### config.mk
export PLATFORM = sky130hd
export DESIGN_NAME = ps2_kb_decoder_flat
export DESIGN_NICKNAME = d
export VERILOG_FILES = /design/src/rtl/ps2_kb_decoder_pkg.sv /design/src/rtl/ps2_kb_decoder_if.sv /design/src/rtl/ps2_evt_fifo.sv /design/src/rtl/ps2_kb_decoder.sv /design/src/flat_wrapper.sv
export SDC_FILE = /design/constraint.sdc
export NUM_CORES = 1
export LEC_CHECK = 0
export BUFFER_PORTS_ARGS = -buffer_cell sky130_fd_sc_hd__buf_2
export CAP_MARGIN = 20
export CORE_ASPECT_RATIO = 1.1
export CORE_MARGIN = 2
export CORE_UTILIZATION = 45
export CTS_BUF_LIST = sky130_fd_sc_hd__clkbuf_4
export DETAILED_ROUTE_END_ITERATION = 16
export PLACE_DENSITY = 0.68
export SETUP_SLACK_MARGIN = 0.1
export SYNTH_ARGS = -nofsm -noshare
export SYNTH_HDL_FRONTEND = slang
export SYNTH_HIERARCHICAL = 1
export SYNTH_SLANG_ARGS = --single-unit
export TNS_END_PERCENT = 30
### constraint.sdc
create_clock -name clk -period 4.6 [get_ports clk]
set_clock_uncertainty 0.15 [all_clocks]
set_input_delay 0.23 -clock clk [delete_from_list [all_inputs] [get_ports clk]]
set_output_delay 0.23 -clock clk [all_outputs]
set_load 0.01 [all_outputs]
### src/rtl/ps2_kb_decoder_pkg.sv
// Shared scan-code constants, event layout and FSM state type for the PS/2 key decoder.
// Also holds the modifier-key lookup used to maintain the live modifier bitmap.
package ps2_kb_decoder_pkg;

  localparam int EV_W   = 10;
  localparam int EV_EXT = 9;
  localparam int EV_BRK = 8;
  localparam int MODS_W = 6;

  localparam logic [7:0] SC_EXT    = 8'hE0;
  localparam logic [7:0] SC_BRK    = 8'hF0;
  localparam logic [7:0] SC_ERR0   = 8'h00;
  localparam logic [7:0] SC_ERR1   = 8'hFF;
  localparam logic [7:0] SC_LSHIFT = 8'h12;
  localparam logic [7:0] SC_RSHIFT = 8'h59;
  localparam logic [7:0] SC_CTRL   = 8'h14;
  localparam logic [7:0] SC_ALT    = 8'h11;

  // Bit positions inside mods: {ralt, lalt, rctrl, lctrl, rshift, lshift}
  localparam int MOD_LSHIFT = 0;
  localparam int MOD_RSHIFT = 1;
  localparam int MOD_LCTRL  = 2;
  localparam int MOD_RCTRL  = 3;
  localparam int MOD_LALT   = 4;
  localparam int MOD_RALT   = 5;

  typedef enum logic {
    ST_IDLE = 1'b0,
    ST_PFX  = 1'b1
  } state_e;

  // One-hot selector of the modifier bit touched by (ext, code); zero for other keys.
  function automatic logic [MODS_W-1:0] mod_mask(input logic ext, input logic [7:0] code);
    logic [MODS_W-1:0] m;
    m = '0;
    if (!ext && code == SC_LSHIFT) m[MOD_LSHIFT] = 1'b1;
    if (!ext && code == SC_RSHIFT) m[MOD_RSHIFT] = 1'b1;
    if (!ext && code == SC_CTRL)   m[MOD_LCTRL]  = 1'b1;
    if ( ext && code == SC_CTRL)   m[MOD_RCTRL]  = 1'b1;
    if (!ext && code == SC_ALT)    m[MOD_LALT]   = 1'b1;
    if ( ext && code == SC_ALT)    m[MOD_RALT]   = 1'b1;
    return m;
  endfunction

endpackage

### src/rtl/ps2_kb_decoder_if.sv
// Bus between the PS/2 key decoder and its environment: byte strobe in, event FIFO and status out.
interface ps2_kb_decoder_if;
  import ps2_kb_decoder_pkg::*;

  logic              scan_done_tick;
  logic [7:0]        scan_code;
  logic              ev_rd;
  logic [EV_W-1:0]   ev_data;
  logic              ev_empty;
  logic              ev_full;
  logic              overflow;
  logic [MODS_W-1:0] mods;

  modport master (
    output scan_done_tick, scan_code, ev_rd,
    input  ev_data, ev_empty, ev_full, overflow, mods
  );

  modport slave (
    input  scan_done_tick, scan_code, ev_rd,
    output ev_data, ev_empty, ev_full, overflow, mods
  );

endinterface

### src/rtl/ps2_evt_fifo.sv
// Synchronous first-word-fall-through FIFO; pointers carry an extra MSB to tell full from empty.
module ps2_evt_fifo #(
  parameter int DW = 10,
  parameter int AW = 2
) (
  input  logic          clk,
  input  logic          reset,
  input  logic          wr_i,
  input  logic [DW-1:0] wdata_i,
  input  logic          rd_i,
  output logic [DW-1:0] rdata_o,
  output logic          empty_o,
  output logic          full_o
);

  logic [AW:0]   wptr_q, rptr_q;
  logic [DW-1:0] mem_q [2**AW];
  logic          wr_en, rd_en;

  always_comb begin
    empty_o = (wptr_q == rptr_q);
    full_o  = (wptr_q[AW] != rptr_q[AW]) && (wptr_q[AW-1:0] == rptr_q[AW-1:0]);
    // A write into a full FIFO is only allowed when the head leaves in the same cycle.
    wr_en   = wr_i && (!full_o || rd_i);
    rd_en   = rd_i && !empty_o;
    rdata_o = empty_o ? '0 : mem_q[rptr_q[AW-1:0]];
  end

  always_ff @(posedge clk) begin
    if (!reset) begin
      wptr_q <= '0;
      rptr_q <= '0;
    end else begin
      if (wr_en) wptr_q <= wptr_q + 1'b1;
      if (rd_en) rptr_q <= rptr_q + 1'b1;
    end
  end

  always_ff @(posedge clk) begin
    if (wr_en) mem_q[wptr_q[AW-1:0]] <= wdata_i;
  end

endmodule

### src/rtl/ps2_kb_decoder.sv
// Folds E0/F0 prefixes into single key events, tracks held modifier keys and queues the events.
module ps2_kb_decoder
  import ps2_kb_decoder_pkg::*;
#(
  parameter int FIFO_AW     = 2,
  parameter int TIMEOUT_CYC = 50000,
  parameter int TMR_W       = 16
) (
  input  logic             clk,
  input  logic             reset,
  ps2_kb_decoder_if.slave  bus
);

  localparam logic [TMR_W-1:0] TMO_LAST = TMR_W'(TIMEOUT_CYC - 1);

  state_e            state_q;
  logic              ext_q, brk_q;
  logic [TMR_W-1:0]  tmr_q;
  logic [MODS_W-1:0] mods_q, mods_d, mask;
  logic              ovf_q;

  logic              is_pfx, is_err, wr_ev;
  logic [EV_W-1:0]   ev_wdata, fifo_rdata;
  logic              fifo_empty, fifo_full;

  always_comb begin
    is_pfx   = (bus.scan_code == SC_EXT) || (bus.scan_code == SC_BRK);
    is_err   = (bus.scan_code == SC_ERR0) || (bus.scan_code == SC_ERR1);
    wr_ev    = bus.scan_done_tick && !is_pfx && !is_err;
    ev_wdata = {ext_q, brk_q, bus.scan_code};
    mask     = mod_mask(ext_q, bus.scan_code);
    // Modifiers follow every emitted event, even one the FIFO has to drop.
    mods_d   = mods_q;
    if (wr_ev) mods_d = (mods_q & ~mask) | (mask & {MODS_W{~brk_q}});
  end

  always_ff @(posedge clk) begin
    if (!reset) begin
      state_q <= ST_IDLE;
      ext_q   <= 1'b0;
      brk_q   <= 1'b0;
      tmr_q   <= '0;
      mods_q  <= '0;
      ovf_q   <= 1'b0;
    end else begin
      if (bus.scan_done_tick) begin
        tmr_q <= '0;
        if (bus.scan_code == SC_EXT) begin
          ext_q   <= 1'b1;
          state_q <= ST_PFX;
        end else if (bus.scan_code == SC_BRK) begin
          brk_q   <= 1'b1;
          state_q <= ST_PFX;
        end else begin
          ext_q   <= 1'b0;
          brk_q   <= 1'b0;
          state_q <= ST_IDLE;
        end
      end else if (state_q == ST_PFX) begin
        // A stale prefix is abandoned so a lost byte cannot corrupt the next key.
        if (tmr_q == TMO_LAST) begin
          ext_q   <= 1'b0;
          brk_q   <= 1'b0;
          tmr_q   <= '0;
          state_q <= ST_IDLE;
        end else begin
          tmr_q <= tmr_q + 1'b1;
        end
      end
      mods_q <= mods_d;
      if (wr_ev && fifo_full && !bus.ev_rd) ovf_q <= 1'b1;
    end
  end

  ps2_evt_fifo #(
    .DW (EV_W),
    .AW (FIFO_AW)
  ) u_fifo (
    .clk     (clk),
    .reset   (reset),
    .wr_i    (wr_ev),
    .wdata_i (ev_wdata),
    .rd_i    (bus.ev_rd),
    .rdata_o (fifo_rdata),
    .empty_o (fifo_empty),
    .full_o  (fifo_full)
  );

  assign bus.ev_data  = fifo_rdata;
  assign bus.ev_empty = fifo_empty;
  assign bus.ev_full  = fifo_full;
  assign bus.overflow = ovf_q;
  assign bus.mods     = mods_q;

endmodule
### src/flat_wrapper.sv
// flat-port wrapper written by rule: the top's interface ports become plain ports
module ps2_kb_decoder_flat import ps2_kb_decoder_pkg::*;
#(
  parameter int FIFO_AW     = 2,
  parameter int TIMEOUT_CYC = 50000,
  parameter int TMR_W       = 16
)
  (clk, reset, bus_scan_done_tick, bus_scan_code, bus_ev_rd, bus_ev_data, bus_ev_empty, bus_ev_full, bus_overflow, bus_mods);
  ps2_kb_decoder_if bus_i ();
  input  logic clk;
  input  logic reset;
  input wire logic [$bits(bus_i.scan_done_tick)-1:0] bus_scan_done_tick;
  input wire logic [$bits(bus_i.scan_code)-1:0] bus_scan_code;
  input wire logic [$bits(bus_i.ev_rd)-1:0] bus_ev_rd;
  output wire logic [$bits(bus_i.ev_data)-1:0] bus_ev_data;
  output wire logic [$bits(bus_i.ev_empty)-1:0] bus_ev_empty;
  output wire logic [$bits(bus_i.ev_full)-1:0] bus_ev_full;
  output wire logic [$bits(bus_i.overflow)-1:0] bus_overflow;
  output wire logic [$bits(bus_i.mods)-1:0] bus_mods;
  assign bus_i.scan_done_tick = bus_scan_done_tick;
  assign bus_i.scan_code = bus_scan_code;
  assign bus_i.ev_rd = bus_ev_rd;
  assign bus_ev_data = bus_i.ev_data;
  assign bus_ev_empty = bus_i.ev_empty;
  assign bus_ev_full = bus_i.ev_full;
  assign bus_overflow = bus_i.overflow;
  assign bus_mods = bus_i.mods;
  ps2_kb_decoder #(.FIFO_AW(FIFO_AW), .TIMEOUT_CYC(TIMEOUT_CYC), .TMR_W(TMR_W)) u_core (.clk(clk), .reset(reset), .bus(bus_i));
endmodule
==> results of run 1 <==
-- power groups by stage --
stage / Clock [mW] / Sequential, mW / Combinational, mW
global placement: 0 / 0.763 / 0.194
detailed placement: 0 / 0.764 / 0.198
global route: 0.405 / 0.753 / 0.221
floorplan: 0 / 0.744 / 0.143
finish: 0.370 / 0.748 / 0.202
CTS: 0.381 / 0.749 / 0.204
-- cell type report --
| class | instances | area share |
|---|---|---|
| sequential | 74 | 0.497 |
| clock buffer | 9 | 0.0178 |
| multi-input combinational | 176 | 0.368 |
| tap | 85 | 0.0281 |
| inverter | 6 | 0.00595 |
| clock inverter | 7 | 0.0152 |
| timing repair buffer | 41 | 0.0674 |
-- worst paths after layout --
check	to	slack, ns
setup / recovery	u_core/u_fifo/mem_q[0][0]$_DFFE_PP_	2.10
hold / removal	u_core/bus.overflow$_SDFFE_PN0P_	0.04
hold reg to reg	register	0.32
setup reg to reg	u_core/u_fifo/mem_q[0][0]$_DFFE_PP_	2.53
-- cell families (layout without fill, tap and decap cells) --
logic type	count (synthesis)	in the layout	synth area share
compound gates	22	22	0.0488
buf+inv	14	63	0.0176
mux	22	22	0.104
simple gates	108	108	0.196
xor+xnor	18	18	0.0473
flops	74	74	0.564
fa+ha+maj	6	6	0.0225
-- placed cells by master (no fill, tap or decap), types with 3 or more instances in the layout --
cell           count
clkbuf_4           9
and4_1             3
o21ai_0            3
ha_1               6
edfxtp_1          40
mux2i_1           12
nand2b_1           4
inv_1              6
nor2_1            17
nor4b_1            4
nor4_1             4
buf_2             30
and2_1             4
nand4b_1           4
dfxtp_1           34
a31oi_1            3
dlygate4sd3_1      9
nand4_1           10
xnor2_1            8
inv_6              3
a21oi_1            5
xor2_1            10
nor3_1             4
nand3_1            5
nor2b_1           10
nand2_1           22
mux4_2            10
-- per-stage QoR --
step | power (mW) | setup WS (ns)
2_1_floorplan | 0.887 | 2.62
3_3_place_gp | 0.957 | 2.30
3_5_place_dp | 0.962 | 2.23
4_1_cts | 1.33 | 2.09
5_1_grt | 1.38 | 1.98
6_report | 1.32 | 2.10
-- Yosys cell counts (3+ instances only) --
library cell,number
nand2b_1,4
a31oi_1,3
and4_1,3
xor2_1,10
nor4_1,4
clkbuf_1,5
dfxtp_1,34
a21oi_1,5
nor2b_1,10
edfxtp_1,40
nand4b_1,4
xnor2_1,8
nand2_1,22
nand3_1,5
inv_1,6
mux2i_1,12
ha_1,6
nand4_1,10
mux4_2,10
and2_1,4
o21ai_0,3
nor4b_1,4
nor2_1,17
nor3_1,4
-- critical path, cell delays in order --
cell           delay, ns
dlygate4sd3_1       0.54
buf_2               0.18
or4_4               0.59
a21oi_4             0.23
nor2_1              0.10
o41a_1              0.20
and2_1              0.38
-- per-layer routing --
layer,GRT usage,wire length [um],vias up
li1,-,-,1080
met2,0.260,3020,51
met1,0.201,2890,1035
met5,0,0,-
met3,0.0422,300,7
met4,0.0675,95,0
==> reports/metrics.cfg, run 1 <==
[synthesis]
async_reset_ff_frac = 0
synth-seq-cells = 74
synthTopCellsByArea = edfxtp_1, dfxtp_1, mux4_2, mux2i_1, xor2_1
synth_cell_types = 51
synth_nets = 282
synth.top_cell.area_share = 0.360
yosys_warnings = 6
synth_seq_area_share = 0.564
syn_inst = 264
syn_area_um2 = 3340
synth_flop_cell = edfxtp_1
synth_edf_count = 40
netlist.top_cell.by_area = edfxtp_1
synth_area_per_cell_um2 = 12.6

[hold_path]
hp-start = bus_ev_rd
hold_depth = 3
hp-class = in -> reg

[pwr]
max-vdd-ir-drop_v = 0.000138
leakage_nw = 1.30
p_sw_mw = 0.380
clkPwrFrac = 0.281
swShare = 0.288
power.internal_mw = 0.940
power_frac_comb = 0.153
p_per_area_nw_per_um2 = 349
p_seq_frac = 0.567

[critical_path]
cp.arrival_ns = 2.45
critPathLaunch = bus_scan_code[1]
worstPathRequired_ns = 4.55
worstPathMaxFanout = 10
endpoint_kind = register
reg2reg_from = u_core/u_fifo/wptr_q[2]$_SDFFE_PN0P_
reg2reg_depth = 3
critPathKind = in -> reg
cp-start-kind = input pin

[layout]
final_cells = 398
n_fill_cell = 596
syn2layout_area_growth_pct = 13.5
fin_area_um2 = 3790
n_antenna_cell = 0
seq_area_um2 = 1880
nNetsFinal = 326
drive_above_1_share = 0.217
multiInputGateArea_um2 = 1400
utilization = 0.534

[sta]
setup_violations = 0
fmax_ghz = 0.399
rsz0062_at_grt = no
fin_tns_setup_ns = 0
final.period_utilization = 0.544
min_period_ns = 2.50
slew_viol_final = 0
whs_ns = 0.0424
slew-limit-headroom = 0.554
hold_viol = 0
max_slew.worst_pin.slew_ns = 0.668

[floorplan]
core_area_um2 = 7090
rows = 32
die_y_um = 94.3
die_x_um = 86.1
die_area_um2 = 8120
start_util = 0.471
ios = 31

[outcome]
outcome = finished, final reports clean

[job]
maxCapViolCount = 0

[route]
drc = 0
drtIter0Drc = 76
firstDrtPassIters = 6
wl_um = 6300
wire_per_inst_um = 15.8
vias = 2173
viasPerCell = 5.46
postRouteAntennaNets = 0

[clocking]
cts_hold_buf = 9
path_clk_slew_ns = 0.12
post_cts_buffers = 0
cts_max_level = 3
cts_buffers = 9
clockBufferDepth = 2
cts_resized = 0
clock_latency_ns = 0.42
cts_sinks = 74
clock-root-buffer = clkbuf_4
cts_tree = yes

[place]
hpwl_um = 4300
gp_congestion = 0.823
dp.cells = 373
io_buffers = 30
postPlaceCellArea_um2 = 3570

[global_route]
grt_pass1_vias = 2022
antenna_found_initial = 0
grt_overflow_total = 0
grt_pass1_wl_um = 9840
grt.total_usage = 0.160
grt_max_degree = 26

Note: power is estimated with default switching activity, not from simulation.
==> run 2: changes to the inputs <==
Settings changed: ABC_AREA set to 1.
Clock period 4.6 ns to 2.4 ns, I/O delays scaled along.
==> run 2 against run 1 <==
Against the previous run: setup slack got worse by 1.8 ns; clock power is 140% higher; die area is 12% higher; synthesized cell count up 64%; non-clock buffer count up 9; critical path depth fell by 1; global-route usage rose by 0.80 points; first-iteration DRC count up 79%; combinational power grew 130%; register-to-register slack got worse by 2.2 ns; worst hold slack improved by 0.29 ns; routed wire length is 13% higher; critical path type is now reg -> reg.
==> reports/metrics.cfg, run 2 <==
[synthesis]
async_reset_ff_frac = 0  ; unchanged
yosys_warnings = 6  ; unchanged
synth_seq_area_share = 0.503  ; -0.0613
syn_inst = 433  ; +64%
synth_common_cells = nand2_1, nor2_1, inv_1
synth_cell_types = 37  ; -27%
muxShareOfSynthArea = 0.0267  ; -0.0768
synth_fa_ha_area_frac = 0.0201  ; -0.00245
synthXorXnorAreaFrac = 0.0231  ; -0.0242
synth_area_per_cell_um2 = 8.64  ; -32%
synth_top_family_by_area = simple AND/OR/NAND/NOR gates
synth_edf_count = 40  ; unchanged
synth.top_cell.area_share = 0.321  ; -0.0391
synth-seq-cells = 74  ; unchanged
synthTopCellsByArea = edfxtp_1, dfxtp_1, nand2_1, nor2_1, inv_1
syn_area_um2 = 3740  ; +12%
synthSimpleGateAreaFrac = 0.287  ; +0.0904
synth_nets = 451  ; +60%
netlist.top_cell.by_area = edfxtp_1
synth_flop_cell = edfxtp_1
yosysMostFrequentCell = nand2_1
synth_compound_area_frac = 0.0532  ; +0.00440

[sta]
fin_tns_setup_ns = 0  ; unchanged
min_period_ns = 2.10
rsz0062_at_grt = yes
slew_viol_final = 0  ; unchanged
final.period_utilization = 0.873
hold_viol = 0  ; unchanged
whs_ns = 0.329  ; +0.286 ns
setup_violations = 0  ; unchanged
max_slew.worst_pin.slew_ns = 0.593  ; -0.0743 ns
slew-limit-headroom = 0.604  ; +0.0496
fmax_ghz = 0.477

[job]
maxCapViolCount = 0  ; unchanged

[critical_path]
reg2reg_from = u_core/u_fifo/wptr_q[0]$_SDFFE_PN0P_
cpPeakStageDelay_ns = 0.55  ; -0.04 ns
worst-r2r-setup-slack_ns = 0.30  ; -2.23 ns
cp-start-kind = register
r2r_end = u_core/u_fifo/rptr_q[2]$_SDFFE_PN0P_
critPathTopFamily = simple AND/OR/NAND/NOR gates
crit_slowest_cell = dlygate4sd3_1
worstPathMaxFanout = 15  ; +5
worstPathRequired_ns = 2.61  ; -1.94 ns
crit_chain = xnor2_2, nand3_2, nand2_2, nand2_1, a21boi_1, dlygate4sd3_1
critPathKind = reg -> reg
reg2reg_depth = 6  ; +3
critPathLaunch = u_core/u_fifo/wptr_q[0]$_SDFFE_PN0P_
endpoint_kind = register
cp.arrival_ns = 2.30  ; -0.15 ns
crit_buf_inv = 1  ; -1

[clocking]
clock-root-buffer = clkbuf_4
cts_sinks = 74  ; unchanged
cts_tree = yes
clock_latency_ns = 0.41  ; about the same
clockBufferDepth = 2  ; unchanged
cts_buffers = 9  ; unchanged
path_clk_slew_ns = 0.12  ; about the same
cts_max_level = 3  ; unchanged

[layout]
nNetsFinal = 503  ; +54%
syn2layout_area_growth_pct = 15.3
n_antenna_cell = 0  ; unchanged
layout_common_cells = nand2_1, nor2_1, inv_1, edfxtp_1, dfxtp_1
final_cells = 598  ; +50%
drive_above_1_share = 0.182  ; -0.0356
n_fill_cell = 778  ; +31%
fin_area_um2 = 4310  ; +14%
final_common_cell = nand2_1

[hold_path]
hold_depth = 2  ; -1
hp-class = reg -> reg
hp-start = u_core/bus.overflow$_SDFFE_PN0P_
holdPathEnd = u_core/bus.overflow$_SDFFE_PN0P_

[place]
gp_congestion = 0.892  ; +8.4%
dp.cells = 568  ; +52%
io_buffers = 30  ; unchanged
postPlaceCellArea_um2 = 4000  ; +12%
hpwl_um = 5150  ; +20%

[floorplan]
rows = 34  ; +6.3%
die_x_um = 91.0  ; +5.6%
die_area_um2 = 9060  ; +12%
die_y_um = 99.6  ; +5.7%
ios = 31  ; unchanged
core_area_um2 = 8000  ; +13%
start_util = 0.468  ; -0.00276

[global_route]
grt_pass1_vias = 2790  ; +38%
grt_pass1_wl_um = 12200  ; +24%
grt_overflow_total = 0  ; unchanged
antenna_found_initial = 0  ; unchanged
grt_max_degree = 22  ; -15%
grt.total_usage = 0.168  ; +0.00801

[route]
drtIter0Drc = 136  ; +79%
wl_um = 7140  ; +13%
drc = 0  ; unchanged
vias = 2932  ; +35%
firstDrtPassIters = 4  ; -2
wire_per_inst_um = 11.9  ; -25%
viasPerCell = 4.90  ; -10%
postRouteAntennaNets = 0  ; unchanged

[outcome]
outcome = finished, final reports clean

[pwr]
leakage_nw = 1.80  ; +39%
p_per_area_nw_per_um2 = 640  ; +84%
max-vdd-ir-drop_v = 0.000281  ; +100%

-- run 2: cell types whose count changed after synthesis, sizes merged, moves of 7 or more --
cell | previous run | this run
nor2 | 17 | 82
nand2 | 22 | 85
inv | 6 | 67
nand3 | 5 | 28
o22ai | 0 | 11
mux4 | 10 | 0
nor2b | 10 | 0
o21ai | 4 | 11
-- run 2: timing repair --
item | 4_1_cts | 5_1_grt
pin swaps | 0 | 1
resized for setup | 1 | 2
endpoints found under the setup margin | 1 | 36
endpoints found under the hold margin | 50 | 0
setup buffers | 0 | 2
hold buffers | 12 | 0
-- run 2: worst max-delay path by stage --
stage | to | slack (ns) | cells after the start
floorplan | u_core/u_fifo/mem_q[3][0]$_DFFE_PP_ | 0.28 | 9
global placement | u_core/u_fifo/mem_q[3][2]$_DFFE_PP_ | 0.41 | 13
detailed placement | u_core/u_fifo/mem_q[1][1]$_DFFE_PP_ | 0.35 | 13
CTS | u_core/u_fifo/mem_q[1][7]$_DFFE_PP_ | 0.25 | 14
global route | bus_ev_data[8] | 0.08 | 5
finish | u_core/u_fifo/rptr_q[2]$_SDFFE_PN0P_ | 0.30 | 6
-- run 2: area by class of cell --
type / count / area (um2) / area share
sequential: 74 / 1880 / 0.436
multi-input combinational: 282 / 1530 / 0.355
timing repair buffer: 50 / 338 / 0.0783
inverter: 68 / 256 / 0.0595
tap: 108 / 135 / 0.0313
clock inverter: 7 / 103 / 0.0238
clock buffer: 9 / 67.6 / 0.0157
-- run 2: cell families after synthesis --
logic type / count (synthesis)
AND/OR/NAND/NOR: 221
buffers and inverters: 77
flip-flops: 74
AO/OA/AOI/OAI: 36
multiplexers: 10
XOR/XNOR: 9
adder cells (fa/ha/maj): 6
-- run 2: stage by stage --
step           utilization  power (mW)  setup slack (ns)
5_1_grt              0.539        2.90            0.0802
6_report             0.539        2.76             0.305
2_1_floorplan            -        1.76             0.275
3_5_place_dp         0.500        1.89             0.345
4_1_cts              0.537        2.79             0.254
3_3_place_gp         0.500        1.88             0.406
-- run 2: power breakdown --
part	switching [mW]	internal (mW)	total (mW)	leakage, nW
Clock	0.449	0.433	0.882	0.0920
Combinational	0.276	0.179	0.456	1.06
Sequential	0.0422	1.38	1.42	0.647
Total	0.767	1.99	2.76	1.80
-- run 2: per-layer routing --
layer  wire length [um]  vias to the layer above  part of all wire  global-route usage
li1                   -                     1516                 -                   -
met1               3080                     1363              0.43               0.188
met2               3740                       47              0.52               0.313
met3                257                        6             0.036              0.0341
met4                 65                        0            0.0091              0.0629
met5                  0                        -                 0                   0
-- run 2: worst reg2reg max path: stages, from the launching register on --
cell and delay, ns:
dfxtp_1 0.49, xnor2_2 0.18, nand3_2 0.34, nand2_2 0.18
nand2_1 0.06, a21boi_1 0.11, dlygate4sd3_1 0.55
